[src/rtl/imem_loader_if.sv]
// Byte-stream handshake and instruction-memory write port of the boot loader.
// The master side feeds bytes and observes the memory writes.
// The slave side is the loader itself.
interface imem_loader_if;
   logic [7:0]  rx_data;
   logic        rx_valid;
   logic        rx_ready;
   logic        imem_we;
   logic [31:0] imem_addr;
   logic [31:0] imem_wdata;

   modport master (
      output rx_data, rx_valid,
      input  rx_ready, imem_we, imem_addr, imem_wdata
   );

   modport slave (
      input  rx_data, rx_valid,
      output rx_ready, imem_we, imem_addr, imem_wdata
   );
endinterface

[src/rtl/imem_loader.sv]
// Boot-time program loader.
// Parses a framed big-endian byte stream (length, words, checksum) and writes
// each word to instruction memory. The CPU is held in reset until the whole
// image is in memory and its checksum has been verified.
module imem_loader #(
   parameter int WORDS = 64
) (
   input  logic          clk,
   input  logic          reset,
   input  logic          start,
   imem_loader_if.slave  bus,
   output logic          cpu_reset,
   output logic          done,
   output logic          error
);

   localparam logic [15:0] WORDS_L = WORDS[15:0];

   typedef enum logic [2:0] {
      S_IDLE, S_LEN_HI, S_LEN_LO, S_DATA, S_CSUM, S_RUN, S_ERR
   } state_t;

   state_t      state_q, state_d;
   logic [15:0] len_q, len_d;
   logic [15:0] idx_q, idx_d;
   logic [1:0]  byte_cnt_q, byte_cnt_d;
   logic [23:0] asm_q, asm_d;          // first three bytes of the word in flight
   logic [31:0] sum_q, sum_d;
   logic        we_q, we_d;
   logic [31:0] addr_q, addr_d;
   logic [31:0] wdata_q, wdata_d;

   logic        xfer;
   logic        enter_len;
   logic [15:0] len_full;
   logic [31:0] word_full;

   // A byte moves only while the loader is in one of the frame-parsing states
   assign xfer      = bus.rx_valid && bus.rx_ready;
   assign enter_len = start && (state_q == S_IDLE || state_q == S_RUN || state_q == S_ERR);
   assign len_full  = {len_q[15:8], bus.rx_data};
   assign word_full = {asm_q, bus.rx_data};

   // State register
   always_ff @(posedge clk) begin
      if (reset) begin
         state_q <= S_IDLE;
      end else begin
         state_q <= state_d;
      end
   end

   // Next-state logic: walk the frame fields, branch on length and checksum
   always_comb begin
      state_d = state_q;
      case (state_q)
         S_IDLE, S_RUN, S_ERR: begin
            if (start) state_d = S_LEN_HI;
         end
         S_LEN_HI: begin
            if (xfer) state_d = S_LEN_LO;
         end
         S_LEN_LO: begin
            if (xfer) begin
               if (len_full == 16'd0 || len_full > WORDS_L) state_d = S_ERR;
               else                                         state_d = S_DATA;
            end
         end
         S_DATA: begin
            if (xfer && byte_cnt_q == 2'd3 && (idx_q + 16'd1) == len_q) state_d = S_CSUM;
         end
         S_CSUM: begin
            if (xfer && byte_cnt_q == 2'd3) begin
               state_d = (word_full == sum_q) ? S_RUN : S_ERR;
            end
         end
         default: state_d = S_IDLE;
      endcase
   end

   // Output decode: handshake and CPU control come straight from the state
   always_comb begin
      bus.rx_ready = (state_q == S_LEN_HI) || (state_q == S_LEN_LO) ||
                     (state_q == S_DATA)   || (state_q == S_CSUM);
      cpu_reset    = (state_q != S_RUN);
      done         = (state_q == S_RUN);
      error        = (state_q == S_ERR);
   end

   // Datapath next values: byte assembly, word writes, index and running sum
   always_comb begin
      len_d      = len_q;
      idx_d      = idx_q;
      byte_cnt_d = byte_cnt_q;
      asm_d      = asm_q;
      sum_d      = sum_q;
      we_d       = 1'b0;
      addr_d     = addr_q;
      wdata_d    = wdata_q;
      if (enter_len) begin
         idx_d      = 16'd0;
         byte_cnt_d = 2'd0;
         sum_d      = 32'd0;
      end
      if (xfer) begin
         case (state_q)
            S_LEN_HI: len_d = {bus.rx_data, 8'h00};
            S_LEN_LO: len_d = len_full;
            S_DATA, S_CSUM: begin
               asm_d      = word_full[23:0];
               byte_cnt_d = byte_cnt_q + 2'd1;
               // The write strobe is registered, so it appears the cycle after the 4th byte
               if (state_q == S_DATA && byte_cnt_q == 2'd3) begin
                  we_d    = 1'b1;
                  addr_d  = {14'd0, idx_q, 2'b00};
                  wdata_d = word_full;
                  idx_d   = idx_q + 16'd1;
                  sum_d   = sum_q + word_full;
               end
            end
            default: ;
         endcase
      end
   end

   // Datapath registers; reset drops any partial word without writing it
   always_ff @(posedge clk) begin
      if (reset) begin
         len_q      <= 16'd0;
         idx_q      <= 16'd0;
         byte_cnt_q <= 2'd0;
         asm_q      <= 24'd0;
         sum_q      <= 32'd0;
         we_q       <= 1'b0;
         addr_q     <= 32'd0;
         wdata_q    <= 32'd0;
      end else begin
         len_q      <= len_d;
         idx_q      <= idx_d;
         byte_cnt_q <= byte_cnt_d;
         asm_q      <= asm_d;
         sum_q      <= sum_d;
         we_q       <= we_d;
         addr_q     <= addr_d;
         wdata_q    <= wdata_d;
      end
   end

   assign bus.imem_we    = we_q;
   assign bus.imem_addr  = addr_q;
   assign bus.imem_wdata = wdata_q;

endmodule

[src/flat_wrapper.sv]
// flat-port wrapper written by rule: the top's interface ports become plain ports
module imem_loader_flat 
#(
   parameter int WORDS = 64
)
  (clk, reset, start, cpu_reset, done, error, bus_rx_data, bus_rx_valid, bus_rx_ready, bus_imem_we, bus_imem_addr, bus_imem_wdata);
  imem_loader_if bus_i ();
  input  logic clk;
  input  logic reset;
  input  logic start;
  output logic cpu_reset;
  output logic done;
  output logic error;
  input wire logic [$bits(bus_i.rx_data)-1:0] bus_rx_data;
  input wire logic [$bits(bus_i.rx_valid)-1:0] bus_rx_valid;
  output wire logic [$bits(bus_i.rx_ready)-1:0] bus_rx_ready;
  output wire logic [$bits(bus_i.imem_we)-1:0] bus_imem_we;
  output wire logic [$bits(bus_i.imem_addr)-1:0] bus_imem_addr;
  output wire logic [$bits(bus_i.imem_wdata)-1:0] bus_imem_wdata;
  assign bus_i.rx_data = bus_rx_data;
  assign bus_i.rx_valid = bus_rx_valid;
  assign bus_rx_ready = bus_i.rx_ready;
  assign bus_imem_we = bus_i.imem_we;
  assign bus_imem_addr = bus_i.imem_addr;
  assign bus_imem_wdata = bus_i.imem_wdata;
  imem_loader #(.WORDS(WORDS)) u_core (.clk(clk), .reset(reset), .start(start), .bus(bus_i), .cpu_reset(cpu_reset), .done(done), .error(error));
endmodule
[config.mk]
export PLATFORM = sky130hd
export DESIGN_NAME = imem_loader_flat
export DESIGN_NICKNAME = d
export VERILOG_FILES = /design/src/rtl/imem_loader_if.sv /design/src/rtl/imem_loader.sv /design/src/flat_wrapper.sv
export SDC_FILE = /design/constraint.sdc
export NUM_CORES = 1
export LEC_CHECK = 0
export ABC_AREA = 1
export CAP_MARGIN = 20
export CORE_UTILIZATION = 50
export DETAILED_ROUTE_END_ITERATION = 10
export PLACE_DENSITY = 0.71
export SETUP_SLACK_MARGIN = 0.1
export SLEW_MARGIN = 5
export SYNTH_ARGS = -nofsm -noshare
export SYNTH_HDL_FRONTEND = slang
export SYNTH_SLANG_ARGS = --single-unit
[constraint.sdc]
create_clock -name clk -period 2 [get_ports clk]
set_input_delay 0.3 -clock clk [delete_from_list [all_inputs] [get_ports clk]]
set_output_delay 0.3 -clock clk [all_outputs]
set_load 0.02 [all_outputs]
==> results of run 1 <==
worst max-delay path: stages, from the launching register on:
cell                      delay, ns
sky130_fd_sc_hd__dfxtp_4       0.37
sky130_fd_sc_hd__buf_6         0.15
sky130_fd_sc_hd__inv_1         0.14
sky130_fd_sc_hd__nor2_2        0.16
sky130_fd_sc_hd__nand2_1       0.07
sky130_fd_sc_hd__nand2_1       0.06
sky130_fd_sc_hd__nand2_1       0.08
sky130_fd_sc_hd__nand2_1       0.07
sky130_fd_sc_hd__nand2_1       0.07
sky130_fd_sc_hd__nor2_1        0.16
sky130_fd_sc_hd__nand2_1       0.10
sky130_fd_sc_hd__nor2_2        0.16
sky130_fd_sc_hd__nand3_4       0.10
sky130_fd_sc_hd__nand2_4       0.11
sky130_fd_sc_hd__nand3_2       0.07
sky130_fd_sc_hd__nand2_1       0.08
sky130_fd_sc_hd__nor2_1        0.04
per-layer routing:
layer	share of wire (%)	global-route usage [%]	up-vias
li1	-	-	4305
met2	48	56.6	475
met5	0	0	-
met1	38	39.4	4307
met3	7.6	7.62	142
met4	6.2	21.9	0
placed cells by master, fill, tap and decap left out, types with 19 or more instances in the layout:
| cell | count |
|---|---|
| sky130_fd_sc_hd__nand2_1 | 256 |
| sky130_fd_sc_hd__buf_4 | 160 |
| sky130_fd_sc_hd__a21oi_1 | 106 |
| sky130_fd_sc_hd__dfxtp_1 | 106 |
| sky130_fd_sc_hd__nor2_1 | 99 |
| sky130_fd_sc_hd__inv_1 | 84 |
| sky130_fd_sc_hd__nand3_1 | 64 |
| sky130_fd_sc_hd__o21ai_0 | 52 |
| sky130_fd_sc_hd__nand2_2 | 51 |
| sky130_fd_sc_hd__clkdlybuf4s50_1 | 51 |
| sky130_fd_sc_hd__dfxtp_2 | 30 |
| sky130_fd_sc_hd__a21oi_2 | 29 |
| sky130_fd_sc_hd__ha_4 | 26 |
| sky130_fd_sc_hd__clkbuf_16 | 19 |
registers in the layout, indices dropped and copies added, names as in the netlist:
signal,count
u_core.asm_q,24
u_core.bus.imem_addr,16
u_core.bus.imem_wdata,32
u_core.bus.imem_we,1
u_core.byte_cnt_q,2
u_core.idx_q,16
u_core.len_q,16
u_core.state_q,3
u_core.sum_q,32
area by class of cell:
class / instances / share of cell area, %
timing repair buffer: 248 / 18.4
inverter: 104 / 3.46
sequential: 142 / 24.5
clock buffer: 17 / 3.59
clock inverter: 14 / 1.21
multi-input combinational: 885 / 46.6
tap: 211 / 2.23
power breakdown:
group          leakage [uW]  internal (uW)  switching, uW  total (uW)
sequential          0.00117           3010            214        3220
combinational       0.00362           1020           1530        2560
clock              0.000279           1830           1320        3140
total               0.00506           5850           3070        8920
cell families after synthesis:
group / synth area share (%)
simple gates: 30.4
compound gates: 17.4
buf+inv: 8.97
flops: 36.1
fa+ha+maj: 5.50
xor+xnor: 1.56
other cells: 0.0477
stage by stage:
stage	worst slack, ns	TNS [ns]	cell area, um^2	util [%]
6_report	-0.0853	-0.239	11900	77.8
5_1_grt	-0.203	-1.09	11900	77.8
3_5_place_dp	-0.614	-13.16	9740	63.8
2_1_floorplan	0.106	0	7940	-
3_3_place_gp	-0.582	-11.82	9740	63.8
4_1_cts	0.0268	0	11100	72.6
worst max path at each step:
stage               slack, ns                 to  cells past startpoint
floorplan                0.11   u_core.sum_q[14]                     11
global placement        -0.58   u_core.sum_q[27]                     15
detailed placement      -0.61   u_core.sum_q[30]                     13
CTS                      0.03  u_core.state_q[2]                     16
global route            -0.20  u_core.state_q[1]                     16
finish                  -0.09  u_core.state_q[1]                     16
repair_timing:
| action | in CTS | in global routing |
|---|---|---|
| endpoints found under the setup margin | 94 | 101 |
| gates cloned | 1 | 2 |
| buffers inserted | 14 | 15 |
| gates resized for setup | 173 | 190 |
| pin swaps | 55 | 82 |
==> metrics.txt, run 1 <==
# TYPE chip_impl_metric gauge
chip_impl_metric{name="fp.dieArea",unit="um^2"} 16200
chip_impl_info{name="timing_worst_setup_path_type",value="reg -> reg"} 1
chip_impl_metric{name="finalCriticalPeriod",unit="ns"} 2.09
chip_impl_info{name="worstHoldEndpoint",value="u_core.bus.imem_we"} 1
chip_impl_metric{name="place.port_buffers",unit=""} 64
chip_impl_metric{name="postSynthRegisterBits",unit=""} 142
chip_impl_metric{name="async_flop_share",unit="%"} 0
chip_impl_metric{name="clk_pin_slew",unit="ns"} 0.06
chip_impl_metric{name="netlist.area_leader.share",unit="%"} 36.1
chip_impl_metric{name="layout-drive-gt1-share",unit="%"} 34.0
chip_impl_metric{name="critPathRequiredTime",unit="ns"} 2.33
chip_impl_metric{name="start_util",unit="%"} 51.6
chip_impl_info{name="startpoint_type",value="flip-flop"} 1
chip_impl_metric{name="power_density",unit="nW/um^2"} 752
chip_impl_info{name="rr_endpoint",value="u_core.state_q[1]"} 1
chip_impl_metric{name="groute.usage.overall",unit="%"} 34.0
chip_impl_metric{name="cts_made_buffers",unit=""} 17
chip_impl_metric{name="numPlacedInstances",unit=""} 1560
chip_impl_info{name="cts_tree",value="yes"} 1
chip_impl_metric{name="routed_via_density",unit=""} 5.69
chip_impl_metric{name="globalRouteOverflowTotal",unit=""} 0
chip_impl_info{name="min_path_type",value="in -> reg"} 1
chip_impl_metric{name="fillerInstances",unit=""} 1046
chip_impl_metric{name="die-width",unit="um"} 127
chip_impl_info{name="critPathCaptureType",value="flip-flop"} 1
chip_impl_metric{name="ant_nets",unit=""} 0
chip_impl_info{name="critPathLaunch",value="u_core.idx_q[0]"} 1
chip_impl_metric{name="cp_data_arrival_time",unit="ns"} 2.41
chip_impl_metric{name="crit_fanout",unit=""} 7
chip_impl_metric{name="drtIter0Drc",unit=""} 975
chip_impl_metric{name="vias",unit=""} 9229
chip_impl_metric{name="detail_route.first_pass.iterations",unit=""} 5
chip_impl_metric{name="r2r_cells",unit=""} 16
chip_impl_metric{name="final.setup_skew",unit="ns"} 0.00615
chip_impl_metric{name="grt_pass1_vias",unit=""} 8433
chip_impl_metric{name="yosysWarnings",unit=""} 0
chip_impl_metric{name="total_leakage_power",unit="uW"} 0.00506
chip_impl_metric{name="synth_edf_count",unit=""} 0
chip_impl_metric{name="clock_path_buffers",unit=""} 2
chip_impl_info{name="outcome",value="finished, violations left"} 1
chip_impl_metric{name="post_cts_hold_buffer_count",unit=""} 0
chip_impl_metric{name="grt_start_max_net_pins",unit=""} 46
chip_impl_info{name="synth_area_leader_cell",value="sky130_fd_sc_hd__dfxtp_1"} 1
chip_impl_info{name="cts-root-buf",value="sky130_fd_sc_hd__clkbuf_16"} 1
chip_impl_metric{name="ys_types",unit=""} 45
chip_impl_metric{name="setup-violations-final",unit=""} 3
chip_impl_metric{name="fin_crit_sh",unit="%"} 104
chip_impl_info{name="netlist_top_cells_area",value="sky130_fd_sc_hd__dfxtp_1 36%, sky130_fd_sc_hd__nand2_1 15%, sky130_fd_sc_hd__a21oi_1 9.0%, sky130_fd_sc_hd__nor2_1 6.0%, sky130_fd_sc_hd__ha_1 5.2%"} 1
chip_impl_metric{name="first_pass_grt_wire_length",unit="mm"} 42.7
chip_impl_metric{name="route.detailed.wl_per_inst",unit="um"} 18.6
chip_impl_metric{name="area.growth.synth_to_final",unit="%"} 50.8
chip_impl_metric{name="number_of_instances_in_the_synthesized_netlist",unit=""} 1176
chip_impl_metric{name="grt_antenna_before_repair",unit=""} 0
chip_impl_metric{name="clock_insertion_delay_worst_skew",unit="ns"} 0.44
chip_impl_metric{name="boundaryPins",unit=""} 81
chip_impl_metric{name="synth.cell_area",unit="um^2"} 7870
chip_impl_metric{name="cts_sinks",unit=""} 142
chip_impl_metric{name="final-max-slew-violation-count",unit=""} 0
chip_impl_metric{name="final_net_count",unit=""} 1444
chip_impl_metric{name="row_count",unit=""} 45
chip_impl_metric{name="post-route-worst-setup-slack",unit="ns"} -0.0853
chip_impl_metric{name="chipHeight",unit="um"} 127
chip_impl_info{name="r2r_start",value="u_core.idx_q[0]"} 1
chip_impl_metric{name="area.sequential",unit="um^2"} 2900
chip_impl_metric{name="totalWireLength",unit="mm"} 30.1
chip_impl_metric{name="ir_worst_vdd",unit="V"} 0.000922
chip_impl_metric{name="timing.hold.worst_path_depth",unit=""} 3
chip_impl_info{name="failed_checks",value="setup timing"} 1
chip_impl_metric{name="power.total",unit="uW"} 8920
chip_impl_metric{name="dp_hpwl",unit="mm"} 18.7
chip_impl_metric{name="yosysSeqAreaShare",unit="%"} 36.1
chip_impl_metric{name="worst-r2r-setup-slack",unit="ns"} -0.09
chip_impl_info{name="yosys_most_used_dff",value="sky130_fd_sc_hd__dfxtp_1"} 1
chip_impl_metric{name="core_area",unit="um^2"} 15300
chip_impl_metric{name="remaining_drc_errors",unit=""} 0
chip_impl_metric{name="multi_input_area",unit="um^2"} 5530
chip_impl_info{name="most_repeated_cell_in_the_gate_level_netlist_after_synthesis",value="sky130_fd_sc_hd__nand2_1"} 1
chip_impl_metric{name="antennaDiodeCount",unit=""} 0
chip_impl_info{name="synth_common_cells",value="309 x sky130_fd_sc_hd__nand2_1, 142 x sky130_fd_sc_hd__dfxtp_1, 141 x sky130_fd_sc_hd__a21oi_1"} 1
chip_impl_metric{name="htree_levels",unit=""} 4
chip_impl_metric{name="max_clock_freq",unit="MHz"} 480
chip_impl_metric{name="place_congestion",unit=""} 0.976
chip_impl_metric{name="timing.final.hold_violations",unit=""} 0
chip_impl_metric{name="syn_area_per_cell",unit="um^2"} 6.69
chip_impl_metric{name="timing.hold.ws",unit="ns"} 0.368
chip_impl_metric{name="maxCapViolCount",unit=""} 0
chip_impl_metric{name="instances_no_fill",unit=""} 1621
chip_impl_info{name="min_delay_src",value="reset"} 1
chip_impl_info{name="grt_setup_unrepaired",value="yes"} 1
Power figures use the tool's default switching activity.
==> run 2, diff against run 1 <==
--- a/config.mk
+++ b/config.mk
@@ -10,2 +10,3 @@
 export CORE_UTILIZATION = 50
+export CTS_BUF_LIST = sky130_fd_sc_hd__clkbuf_4 sky130_fd_sc_hd__clkbuf_8 sky130_fd_sc_hd__clkbuf_16
 export DETAILED_ROUTE_END_ITERATION = 10
@@ -17 +18,2 @@
 export SYNTH_SLANG_ARGS = --single-unit
+export TNS_END_PERCENT = 1
--- a/constraint.sdc
+++ b/constraint.sdc
@@ -3,2 +3,2 @@
 set_output_delay 0.3 -clock clk [all_outputs]
-set_load 0.02 [all_outputs]
+set_load 0.05 [all_outputs]
==> run 2 against run 1 <==
Net effect:
- the run still ends with setup timing left
- via count is 5.2% lower
- clock power hardly changed
- worst hold slack worse by 0.026 ns
- largest cell class unchanged
- clock skew is 0.0036 ns higher
- critical endpoint is now u_core.sum_q[27]
- sequential share of layout area is 1.3 points higher
==> metrics.txt, run 2 (synthesized netlist as in run 1, its figures left out) <==
# TYPE chip_impl_metric gauge
chip_impl_info{name="global_route.peak_usage_layer",value="met2"} 1
chip_impl_metric{name="place.port_buffers",unit=""} 64
chip_impl_metric{name="vias",unit=""} 8746
chip_impl_metric{name="worstMarginPinSlew",unit="ns"} 0.625
chip_impl_metric{name="post-route-worst-setup-slack",unit="ns"} -0.0200
chip_impl_metric{name="route.detailed.wl_per_inst",unit="um"} 16.8
chip_impl_info{name="cts-root-buf",value="sky130_fd_sc_hd__clkbuf_16"} 1
chip_impl_info{name="crit_slowest_cell",value="sky130_fd_sc_hd__dfxtp_2"} 1
chip_impl_metric{name="globalRouteOverflowTotal",unit=""} 0
chip_impl_metric{name="maxCapViolCount",unit=""} 0
chip_impl_metric{name="start_util",unit="%"} 51.6
chip_impl_metric{name="row_count",unit=""} 45
chip_impl_metric{name="final-max-slew-violation-count",unit=""} 0
chip_impl_metric{name="slew_headroom",unit="%"} 58.3
chip_impl_metric{name="clock_path_buffers",unit=""} 2
chip_impl_metric{name="area.growth.synth_to_final",unit="%"} 41.9
chip_impl_metric{name="core_area",unit="um^2"} 15300
chip_impl_metric{name="dp_hpwl",unit="mm"} 19.3
chip_impl_metric{name="clk_pin_slew",unit="ns"} 0.06
chip_impl_info{name="timing_worst_setup_path_type",value="reg -> reg"} 1
chip_impl_info{name="cp_top_family",value="simple AND/OR/NAND/NOR gates"} 1
chip_impl_info{name="failed_checks",value="setup timing"} 1
chip_impl_metric{name="fillerInstances",unit=""} 1250
chip_impl_metric{name="totalWireLength",unit="mm"} 27.0
chip_impl_info{name="worst_path_most_repeated_cell",value="sky130_fd_sc_hd__nor2_1"} 1
chip_impl_metric{name="finalCriticalPeriod",unit="ns"} 2.02
chip_impl_info{name="mostFrequentLayoutCell",value="sky130_fd_sc_hd__nand2_1"} 1
chip_impl_metric{name="slowest_delay",unit="ns"} 0.35
chip_impl_metric{name="first_pass_grt_wire_length",unit="mm"} 42.5
chip_impl_info{name="startpoint_type",value="flip-flop"} 1
chip_impl_metric{name="critPathRequiredTime",unit="ns"} 2.32
chip_impl_metric{name="place_congestion",unit=""} 0.960
chip_impl_metric{name="chipHeight",unit="um"} 127
chip_impl_info{name="min_path_type",value="in -> reg"} 1
chip_impl_metric{name="boundaryPins",unit=""} 81
chip_impl_metric{name="fp.dieArea",unit="um^2"} 16200
chip_impl_metric{name="die-width",unit="um"} 127
chip_impl_metric{name="cts_sinks",unit=""} 142
chip_impl_metric{name="routed_via_density",unit=""} 5.46
chip_impl_metric{name="timing.hold.ws",unit="ns"} 0.342
chip_impl_metric{name="timing.final.hold_violations",unit=""} 0
chip_impl_metric{name="cp_data_arrival_time",unit="ns"} 2.34
chip_impl_metric{name="power.total",unit="uW"} 8770
chip_impl_metric{name="ir_worst_vdd",unit="V"} 0.000651
chip_impl_info{name="crit_chain",value="ha_4 > a21o_1 > a21oi_1 > nand2_1 > a21oi_1 > buf_4 > nor2_1 > nor2_1 > nand2_1 > nand2_1 > a21oi_1 > nor2_1 > nor2_1"} 1
chip_impl_metric{name="met3_usage",unit="%"} 6.37
chip_impl_metric{name="setup-violations-final",unit=""} 4
chip_impl_metric{name="grt_antenna_before_repair",unit=""} 0
chip_impl_metric{name="ant_nets",unit=""} 0
chip_impl_metric{name="power_density",unit="nW/um^2"} 786
chip_impl_metric{name="remaining_drc_errors",unit=""} 0
chip_impl_metric{name="htree_levels",unit=""} 4
chip_impl_metric{name="cts_made_buffers",unit=""} 17
chip_impl_info{name="final_cell_mix",value="297 x sky130_fd_sc_hd__nand2_1, 152 x sky130_fd_sc_hd__buf_4, 122 x sky130_fd_sc_hd__a21oi_1, 116 x sky130_fd_sc_hd__dfxtp_1, 113 x sky130_fd_sc_hd__nor2_1"} 1
chip_impl_metric{name="grt_pass1_vias",unit=""} 8391
chip_impl_info{name="cts_tree",value="yes"} 1
chip_impl_metric{name="multi_input_area",unit="um^2"} 4990
chip_impl_metric{name="layout-drive-gt1-share",unit="%"} 24.8
chip_impl_info{name="grt_setup_unrepaired",value="yes"} 1
chip_impl_metric{name="placement.setup.worst_slack",unit="ns"} -0.584
chip_impl_metric{name="detail_route.first_pass.iterations",unit=""} 5
chip_impl_metric{name="groute.usage.overall",unit="%"} 33.7
chip_impl_metric{name="global_route.usage.met2",unit="%"} 57.3
chip_impl_metric{name="final.setup_skew",unit="ns"} 0.00975
chip_impl_metric{name="fin_crit_sh",unit="%"} 101
chip_impl_metric{name="clock_insertion_delay_worst_skew",unit="ns"} 0.43
chip_impl_metric{name="gr-usage-met1",unit="%"} 39.9
chip_impl_metric{name="drtIter0Drc",unit=""} 588
chip_impl_metric{name="max_clock_freq",unit="MHz"} 495
chip_impl_metric{name="grt_start_max_net_pins",unit=""} 40
chip_impl_info{name="outcome",value="finished, violations left"} 1
chip_impl_metric{name="total_leakage_power",unit="uW"} 0.00530
chip_impl_metric{name="crit_buf_inv",unit=""} 1
chip_impl_metric{name="crit_fanout",unit=""} 5
chip_impl_info{name="critPathCaptureType",value="flip-flop"} 1
chip_impl_metric{name="final_net_count",unit=""} 1426
chip_impl_metric{name="antennaDiodeCount",unit=""} 0
chip_impl_metric{name="area.sequential",unit="um^2"} 2880
-- run 2: final timing paths --
path	from	end	slack (ns)	cells after the start
worst min-delay path	reset	u_core.sum_q[31]	0.34	3
worst max register to register	u_core.sum_q[4]	u_core.sum_q[27]	-0.02	13
worst max-delay path	u_core.sum_q[4]	u_core.sum_q[27]	-0.02	13
worst min register to register	u_core.bus.imem_wdata[1]	u_core.bus.imem_wdata[1]	0.46	2
-- run 2: cell type report --
class                   instances  area share [%]
repair buffers                230            18.4
clock buffers                  20            4.23
multi-input cells             885            44.7
flip-flops and latches        142            25.8
well taps                     211            2.36
inverters                     104            3.64
clock inverters                11           0.953
-- run 2: where the power goes --
part | switching [uW] | internal (uW)
logic | 1490 | 964
registers | 195 | 3000
clock network | 1280 | 1830
-- run 2: timing repair --
action,CTS,global route
hold buffers,0,0
endpoints found under the setup margin,40,141
resized for setup,132,58
pin swaps,44,12
setup buffers,8,4
-- run 2: stage by stage --
step	utilization, %	instance area [um^2]	std cells	TNS [ns]
after floorplan	-	7970	1191	-0.124
after global placement	64.1	9780	1560	-11.54
after detailed placement	64.1	9780	1560	-12.63
after CTS	71.7	10900	1599	-0.00262
after global routing	73.2	11200	1603	-1.08
final	73.2	11200	1603	-0.0499
-- run 2: worst register-to-register path, cell delays in order (launching register included) --
cell	delay, ns
sky130_fd_sc_hd__dfxtp_2	0.35
sky130_fd_sc_hd__ha_4	0.22
sky130_fd_sc_hd__a21o_1	0.18
sky130_fd_sc_hd__a21oi_1	0.14
sky130_fd_sc_hd__nand2_1	0.13
sky130_fd_sc_hd__a21oi_1	0.16
sky130_fd_sc_hd__buf_4	0.16
sky130_fd_sc_hd__nor2_1	0.04
sky130_fd_sc_hd__nor2_1	0.15
sky130_fd_sc_hd__nand2_1	0.07
sky130_fd_sc_hd__nand2_1	0.09
sky130_fd_sc_hd__a21oi_1	0.07
sky130_fd_sc_hd__nor2_1	0.10
sky130_fd_sc_hd__nor2_1	0.04
-- run 2: metal layers --
metal  vias up  part of all wire, %
li1       4257                    -
met1      4082                   42
met2       324                   48
met3        83                  5.7
met4         0                  5.0
met5         -                    0
